==> src/rtl/mem_line_responder_if.sv <==
// mem_line_responder_if: arbiter-side line read / word write channels plus the BRAM port.
// The master side is the environment (arbiter and BRAM), the slave side is the responder.
interface mem_line_responder_if #(
    parameter int DATA_WIDTH = 32,
    parameter int ADDR_WIDTH = 32,
    parameter int CACHE_LINE_WIDTH = 256,
    parameter int BRAM_AW = 14
);
    logic read_req;
    logic [ADDR_WIDTH-1:0] read_address;
    logic read_done;
    logic [CACHE_LINE_WIDTH-1:0] cache_line;
    logic write_valid;
    logic [ADDR_WIDTH-1:0] write_address;
    logic [DATA_WIDTH-1:0] write_data;
    logic [7:0] write_strobe;
    logic write_done;
    logic bram_en;
    logic [3:0] bram_we;
    logic [BRAM_AW-1:0] bram_addr;
    logic [DATA_WIDTH-1:0] bram_wdata;
    logic [DATA_WIDTH-1:0] bram_rdata;
    modport master (
        output read_req, read_address, write_valid, write_address, write_data, write_strobe, bram_rdata,
        input  read_done, cache_line, write_done, bram_en, bram_we, bram_addr, bram_wdata
    );
    modport slave (
        input  read_req, read_address, write_valid, write_address, write_data, write_strobe, bram_rdata,
        output read_done, cache_line, write_done, bram_en, bram_we, bram_addr, bram_wdata
    );
endinterface

==> src/rtl/mem_line_responder.sv <==
// mem_line_responder: serves cache-line reads as BEATS consecutive BRAM words and single strobed word writes.
module mem_line_responder #(
    parameter int DATA_WIDTH = 32,
    parameter int ADDR_WIDTH = 32,
    parameter int CACHE_LINE_WIDTH = 256,
    parameter int BRAM_AW = 14
) (
    input logic clk,
    input logic rst_n,
    mem_line_responder_if.slave bus
);
    localparam int BEATS = CACHE_LINE_WIDTH / DATA_WIDTH;
    localparam int LB = $clog2(BEATS);
    typedef enum logic [2:0] {IDLE, RD, RD_LAST, RD_DONE, WR, WR_DONE, WAIT_REL} state_t;
    state_t state;
    logic [LB-1:0] beat;
    logic [LB-1:0] slot;
    logic unused_bits;
    assign slot = beat - 1'b1;
    assign unused_bits = ^{bus.read_address[ADDR_WIDTH-1:BRAM_AW+2], bus.read_address[LB+1:0],
                           bus.write_address[ADDR_WIDTH-1:BRAM_AW+2], bus.write_address[1:0],
                           bus.write_strobe[7:4]};
    always_ff @(posedge clk) begin
        if (!rst_n) begin
            state <= IDLE;
            beat <= '0;
            bus.read_done <= 1'b0;
            bus.cache_line <= '0;
            bus.write_done <= 1'b0;
            bus.bram_en <= 1'b0;
            bus.bram_we <= 4'h0;
            bus.bram_addr <= '0;
            bus.bram_wdata <= '0;
        end else begin
            case (state)
                IDLE: begin
                    if (bus.write_valid) begin
                        state <= WR;
                        bus.bram_en <= 1'b1;
                        bus.bram_we <= bus.write_strobe[3:0];
                        bus.bram_addr <= bus.write_address[BRAM_AW+1:2];
                        bus.bram_wdata <= bus.write_data;
                    end else if (bus.read_req) begin
                        state <= RD;
                        beat <= '0;
                        bus.bram_en <= 1'b1;
                        bus.bram_addr <= {bus.read_address[BRAM_AW+1:LB+2], LB'(0)};
                    end
                end
                RD: begin
                    // rdata trails the presented address by one beat
                    if (beat != '0)
                        bus.cache_line[DATA_WIDTH*int'(slot) +: DATA_WIDTH] <= bus.bram_rdata;
                    if (beat == LB'(BEATS-1)) begin
                        state <= RD_LAST;
                        bus.bram_en <= 1'b0;
                    end else begin
                        beat <= beat + 1'b1;
                        bus.bram_addr <= bus.bram_addr + 1'b1;
                    end
                end
                RD_LAST: begin
                    bus.cache_line[DATA_WIDTH*(BEATS-1) +: DATA_WIDTH] <= bus.bram_rdata;
                    bus.read_done <= 1'b1;
                    state <= RD_DONE;
                end
                RD_DONE: begin
                    bus.read_done <= 1'b0;
                    state <= WAIT_REL;
                end
                WR: begin
                    bus.bram_en <= 1'b0;
                    bus.bram_we <= 4'h0;
                    bus.write_done <= 1'b1;
                    state <= WR_DONE;
                end
                WR_DONE: begin
                    bus.write_done <= 1'b0;
                    state <= WAIT_REL;
                end
                WAIT_REL: state <= (!bus.read_req && !bus.write_valid) ? IDLE : WAIT_REL;
                default: state <= IDLE;
            endcase
        end
    end
endmodule
==> src/flat_wrapper.sv <==
// flat-port wrapper written by rule: the top's interface ports become plain ports
module mem_line_responder_flat 
#(
    parameter int DATA_WIDTH = 32,
    parameter int ADDR_WIDTH = 32,
    parameter int CACHE_LINE_WIDTH = 256,
    parameter int BRAM_AW = 14
)
  (clk, rst_n, bus_read_req, bus_read_address, bus_write_valid, bus_write_address, bus_write_data, bus_write_strobe, bus_bram_rdata, bus_read_done, bus_cache_line, bus_write_done, bus_bram_en, bus_bram_we, bus_bram_addr, bus_bram_wdata);
  mem_line_responder_if #(.DATA_WIDTH(DATA_WIDTH), .ADDR_WIDTH(ADDR_WIDTH), .CACHE_LINE_WIDTH(CACHE_LINE_WIDTH), .BRAM_AW(BRAM_AW)) bus_i ();
  input logic clk;
  input logic rst_n;
  input wire logic [$bits(bus_i.read_req)-1:0] bus_read_req;
  input wire logic [$bits(bus_i.read_address)-1:0] bus_read_address;
  input wire logic [$bits(bus_i.write_valid)-1:0] bus_write_valid;
  input wire logic [$bits(bus_i.write_address)-1:0] bus_write_address;
  input wire logic [$bits(bus_i.write_data)-1:0] bus_write_data;
  input wire logic [$bits(bus_i.write_strobe)-1:0] bus_write_strobe;
  input wire logic [$bits(bus_i.bram_rdata)-1:0] bus_bram_rdata;
  output wire logic [$bits(bus_i.read_done)-1:0] bus_read_done;
  output wire logic [$bits(bus_i.cache_line)-1:0] bus_cache_line;
  output wire logic [$bits(bus_i.write_done)-1:0] bus_write_done;
  output wire logic [$bits(bus_i.bram_en)-1:0] bus_bram_en;
  output wire logic [$bits(bus_i.bram_we)-1:0] bus_bram_we;
  output wire logic [$bits(bus_i.bram_addr)-1:0] bus_bram_addr;
  output wire logic [$bits(bus_i.bram_wdata)-1:0] bus_bram_wdata;
  assign bus_i.read_req = bus_read_req;
  assign bus_i.read_address = bus_read_address;
  assign bus_i.write_valid = bus_write_valid;
  assign bus_i.write_address = bus_write_address;
  assign bus_i.write_data = bus_write_data;
  assign bus_i.write_strobe = bus_write_strobe;
  assign bus_i.bram_rdata = bus_bram_rdata;
  assign bus_read_done = bus_i.read_done;
  assign bus_cache_line = bus_i.cache_line;
  assign bus_write_done = bus_i.write_done;
  assign bus_bram_en = bus_i.bram_en;
  assign bus_bram_we = bus_i.bram_we;
  assign bus_bram_addr = bus_i.bram_addr;
  assign bus_bram_wdata = bus_i.bram_wdata;
  mem_line_responder #(.DATA_WIDTH(DATA_WIDTH), .ADDR_WIDTH(ADDR_WIDTH), .CACHE_LINE_WIDTH(CACHE_LINE_WIDTH), .BRAM_AW(BRAM_AW)) u_core (.clk(clk), .rst_n(rst_n), .bus(bus_i));
endmodule
==> config.mk <==
export PLATFORM = sky130hd
export DESIGN_NAME = mem_line_responder_flat
export DESIGN_NICKNAME = d
export VERILOG_FILES = /design/src/rtl/mem_line_responder_if.sv /design/src/rtl/mem_line_responder.sv /design/src/flat_wrapper.sv
export SDC_FILE = /design/constraint.sdc
export NUM_CORES = 1
export LEC_CHECK = 0
export CAP_MARGIN = 20
export CORE_AREA = 4 4 174 176
export CTS_BUF_LIST = sky130_fd_sc_hd__clkbuf_4 sky130_fd_sc_hd__clkbuf_8
export CTS_CLUSTER_DIAMETER = 60
export DETAILED_ROUTE_END_ITERATION = 7
export DIE_AREA = 0 0 178 180
export HOLD_SLACK_MARGIN = 0.05
export MAX_ROUTING_LAYER = met4
export PLACE_DENSITY = 0.8
export SYNTH_ARGS = -nofsm -noshare
export SYNTH_HDL_FRONTEND = slang
export SYNTH_SLANG_ARGS = --single-unit
==> constraint.sdc <==
create_clock -name clk -period 4.2 [get_ports clk]
set_clock_uncertainty 0.05 [all_clocks]
set_input_delay 0.63 -clock clk [delete_from_list [all_inputs] [get_ports clk]]
set_output_delay 0.63 -clock clk [all_outputs]
set_load 0.1 [all_outputs]
* After elaboration in Yosys (flattened, before gate mapping)
Cells that the tools add are included.
** Operators by class
- $add $sub $neg :: 4
- Equal/unequal tests :: 14
- Shift operators :: 2
- Muxes and demuxes :: 24
- Reductions and logical operators :: 20
** Operators by type and width (number)
- $bwmux W256 :: 1
- $mux W256 :: 1
- $shift A32 B33 Y256 const A :: 1
- $shiftx A32 B33 Y256 :: 1
- $pmux W32 S2 :: 1
- $mux W14 :: 3
- $neg A8 Y33 :: 1
- $pmux W14 S2 :: 1
- $mux W3 :: 7
- $pmux W3 S6 :: 1
- $add A14 B1 Y14 const B :: 1
- $eq A3 B3 Y1 const B :: 4
- $reduce_and A2 Y1 :: 5
- $reduce_bool A2 Y1 :: 5
- $ne A2 B2 Y1 const B :: 4
- $pmux W4 S2 :: 1
- $eq A3 B2 Y1 const B :: 2
- $pmux W3 S2 :: 1
- $reduce_and A3 Y1 :: 2
- $reduce_bool A3 Y1 :: 2
- $mux W4 :: 1
- $ne A2 B1 Y1 const B :: 2
- $pmux W1 S2 :: 2
- $reduce_and A4 Y1 :: 1
- 10 further kinds :: 13
** Storage, ports and cells
- Register bits :: 315
- Input port bits :: 140
- Output and inout bits :: 309
- Logic and storage cells :: 74

* Longest topological paths before layout
- Word-level depth :: 6
- Gate-level depth with buffers :: 13
- Depth with buffers taken out :: 9

* Worst setup path before layout
Ideal clock, no wire load.
- Path type :: register to register
- From :: register u_core.beat[0]
- To :: register u_core.bus.cache_line[16]
- Setup time :: 0.070 ns
- Arrival :: 2.808 ns
- Setup slack :: 1.271 ns
- Stages on the path, launching flop included :: 14
- Cell sequence :: dfxtp_1 -> clkbuf_1 -> inv_1 -> ha_1 -> xor2_1 -> inv_1 -> ha_1 -> buf_2 -> and4b_1 -> buf_2 -> o211a_1 -> clkbuf_1 -> nand2_1 -> a21oi_1
** Between the ends
- Cells in the longest elaborated chain, start to end :: 4
- Elaborated cells on any way between the ends :: 7
** Ends and longest elaborated chain
- from (decl) :: line mem_line_responder.sv:16 : logic [LB-1:0] beat;
- from (signal assigned) :: line mem_line_responder.sv:58 : beat <= beat + 1'b1;
- $sub A3 B1 Y3 :: line mem_line_responder.sv:19 : assign slot = beat - 1'b1;
- $neg A8 Y33 :: line mem_line_responder.sv:53 : bus.cache_line[DATA_WIDTH*int'(slot) +: DATA_WIDTH] <= bus.bram_rdata;
- $shiftx A32 B33 Y256 / $shift A32 B33 Y256 (equally long branches) :: line mem_line_responder.sv:53
- $bwmux W256 :: line mem_line_responder.sv:53
- to (signal, indexed assignment) :: line mem_line_responder.sv:53
- to (signal, indexed assignment) :: line mem_line_responder.sv:63 : bus.cache_line[DATA_WIDTH*(BEATS-1) +: DATA_WIDTH] <= bus.bram_rdata;
- to (decl) :: line mem_line_responder_if.sv:29 : output read_done, cache_line, write_done, bram_en, bram_we, bram_addr, bram_wdata
Parallel ways exist; a longest one is shown, timed or not.
A chain may end at the register's enable or synchronous reset.

* Worst setup path in the final report
- From :: register u_core.beat[0]
- To :: register u_core.bus.cache_line[153]
Same word-level chain as after synthesis.

==> metrics <==
Post-CTS Setup Inserts=0; initial antenna violation count=0; final setup fails=0; Slew @ Worst Pin=1.09 ns; Netlist Area Pre-Place=between 10,000 and 15,000 um2; CP endpoint kind=flop; DPL Wire Length=a little under 30 mm; global route total overflow=0; Gate power share=about a quarter; Port Buffers=approximately 410; P_int=around 5.0 mW; H-tree levels=2; worst min-delay path class=reg -> reg; Setup TNS Final=0 ns; outcome=complete, no violations; Worst slew margin=between 20 and 30%; layout cells sized above 1=7.02%; worst path arrival time=about 4.1 ns; via/cell ratio=between 5 and 6; Buffers & Inverters on Critical Path=3; post-synthesis sequential area ratio=between 50% and 60%; CTS Buf Count=50; first drt pass iteration count=5; slowest CP cell=dfxtp_1; ANT cells=0; clk slew on worst S/H paths=around 0.060 ns; f_max=272 MHz; synth-to-layout area growth=41.9%; CTS root buf=clkbuf_8; Pins Over Slew Limit=0; fin crit share=a little under 90%; CTS resizes=0; Switch Pwr=2.63 mW; Setup WS post-layout=about 0.52 ns; post-route ant nets=0; Clk pwr share=34.1%; Cell variety after synth=56; hold_buf cts=0; min cycle time layout=about 3.7 ns; Post-Syn Area per Cell=slightly below 9 um2; die height=roughly 180 um; Setup CP Type=reg -> reg; first-pass GRT wire length=approximately 65 mm; Core Region=roughly 29,000 um2; Pleak=around 6.2 nW; fill count=about 2,400; P per Cell Area=around 430 nW/um2; standard-cell row count=slightly above 60; GRT Total Usage=around a quarter; Die X=approximately 180 um; switch share=34.4%; CP top delay family=adder cells; wire per inst=between 15 and 20 um; Worst IR Drop VDD=roughly 490 uV; Post-synth EDFFs=0; M1 wire length=17.1 mm; critical path required time=4.62 ns; DR top layer=met4; max-capacitance violation count=0; ys flop type=dfxtp_1; final instance area=between 15,000 and 20,000 um2; vias in the first global route=between 10,000 and 15,000; Post-Synthesis Cells=about 1,400; Starting Density=~44%; CP max stage delay=about 0.60 ns; I/O pins=449; Final Hold Fails=0; Startpoint Class=flop; drt initial violations=roughly 830; met3 WL=about 3.6 mm; fraction of registers with async set or reset after synthesis=0%; routed via count=11,800; routability cong.=between 0.8 and 0.9; Seq pwr share=42.2%; #FFs+latches synth=about 320; pre-CTS WS=roughly 0.53 ns; Yosys warnings=0; CP max FO=20; CTS tree=yes; CTS max path bufs=3; syn_nets=between 1,500 and 2,000; CTS Sinks=315; drt drc=0; Routed WL=roughly 43 mm; largest net degree at the start of global routing=about 120; Clk Latency, worst-skew pair=between 0.5 and 0.6 ns; met2 routed WL=between 20 and 25 mm; placed cell areas=about 17,000 um2; die area=between 30,000 and 40,000 um2; worst path cell trace=inv_1 > ha_1 > xor2_1 > inv_1 > ha_1 > and4b_1 > o211a_1 > buf_12 > nand3_1 > a21oi_1; RSZ-0062 raised after global routing=no; # nets final=~2,000; total power=between 7 and 8 mW
## state kept, by name (all words and copies together) (netlist names)
name / flops
u_core.beat: 3
u_core.bus.bram_we: 4
u_core.bus.cache_line: 256
u_core.bus.read_done: 1
u_core.bus.bram_wdata: 32
u_core.bus.bram_en: 1
u_core.state: 3
u_core.bus.bram_addr: 14
u_core.bus.write_done: 1
## path summary, 6_finish.rpt
kind,from,end,slack [ns],cells after the start
setup / recovery,u_core.beat[0]$_SDFFE_PN0P_,u_core.bus.cache_line[153]$_SDFFE_PN0P_,0.52,10
hold / removal,u_core.bus.cache_line[14]$_SDFFE_PN0P_,u_core.bus.cache_line[14]$_SDFFE_PN0P_,0.40,2
setup reg to reg,u_core.beat[0]$_SDFFE_PN0P_,u_core.bus.cache_line[153]$_SDFFE_PN0P_,0.52,10
hold reg to reg,u_core.bus.cache_line[14]$_SDFFE_PN0P_,u_core.bus.cache_line[14]$_SDFFE_PN0P_,0.40,2
## through the flow
stage	util, %	std cells	hold WS, ns
detailed placement	58.9	2139	0.395
global route	62.5	2221	0.416
finish	62.5	2221	0.402
global placement	58.8	2138	0.388
floorplan	-	1444	0.430
CTS	62.4	2220	0.403
## power by group through the flow
stage | registers, mW | clock network, mW | logic, mW
after floorplan | 3.93 | 0 | 0.635
after global placement | 3.28 | 0 | 1.77
after detailed placement | 3.29 | 0 | 1.80
after CTS | 3.23 | 2.65 | 1.81
after global routing | 3.25 | 2.79 | 1.91
final | 3.23 | 2.61 | 1.81
## cell type report
type	instances	area (um2)	area share, %
clock buffer	75	957	5.35
clock inverter	6	38.8	0.217
tap	384	480	2.69
timing repair buffer	431	4300	24.0
multi-input combinational	1003	5780	32.3
sequential	315	6310	35.3
inverter	7	28.8	0.161
## cells in the final DEF, fill, tap and decap left out, types with 2 or more instances in the layout
master	count
or2_2	2
and4_1	2
clkinvlp_4	2
and4b_1	2
buf_4	23
o21ai_0	41
clkbuf_8	63
nand4_1	8
a221oi_1	2
mux2i_1	170
nand3_1	186
o211ai_1	3
clkinv_2	3
a211oi_1	5
nor2b_1	7
dfxtp_1	315
nor2_1	32
clkdlybuf4s50_1	404
clkbuf_4	12
a22oi_1	4
ha_1	9
nor3b_1	2
and3_1	3
a21oi_1	115
o22ai_1	4
inv_1	6
nand2b_1	2
nor3_1	10
buf_12	2
nor3_4	2
nor2_4	3
a31oi_1	2
o211a_1	4
and2_1	4
nand2_1	354
mux2_2	2
## per-layer routing
layer | vias to the layer above | track usage, %
met2 | 489 | 43.4
met3 | 84 | 5.99
met4 | 0 | 8.54
met1 | 5555 | 31.3
li1 | 5666 | -
met5 | - | -
## cell usage after synthesis, types with 3 or more instances
| library cell | n | area, um2 |
|---|---|---|
| o21ai_0 | 41 | 205 |
| a21oi_1 | 116 | 581 |
| and3_1 | 4 | 25.0 |
| nand4_1 | 8 | 50.1 |
| clkbuf_1 | 79 | 297 |
| nor3_1 | 11 | 55.1 |
| nand2_1 | 354 | 1330 |
| dfxtp_1 | 315 | 6310 |
| nor2b_1 | 7 | 43.8 |
| o211ai_1 | 3 | 22.5 |
| a22oi_1 | 4 | 30.0 |
| ha_1 | 9 | 113 |
| a211oi_1 | 5 | 37.5 |
| and2_1 | 4 | 25.0 |
| nand3_1 | 186 | 931 |
| nor2_1 | 33 | 124 |
| buf_2 | 22 | 110 |
| o22ai_1 | 4 | 25.0 |
| inv_1 | 6 | 22.5 |
| buf_6 | 6 | 67.6 |
| buf_4 | 10 | 75.1 |
| o211a_1 | 4 | 40.0 |
| mux2i_1 | 170 | 1700 |
## cell families after synthesis
| family | synth area share, % |
|---|---|
| and+or+nand+nor | 21.8 |
| DFF | 50.0 |
| AOI/OAI and AO/OA | 8.90 |
| muxes | 13.7 |
| buffers and inverters | 4.63 |
| adders and majority gates | 0.893 |
| xor gates and xnor gates | 0.0695 |
## worst min-delay path, cell delays in order (launching register included)
cell	delay, ns
dfxtp_1	0.31
nand2_1	0.05
a21oi_1	0.05
Power figures use the tool's default switching activity.
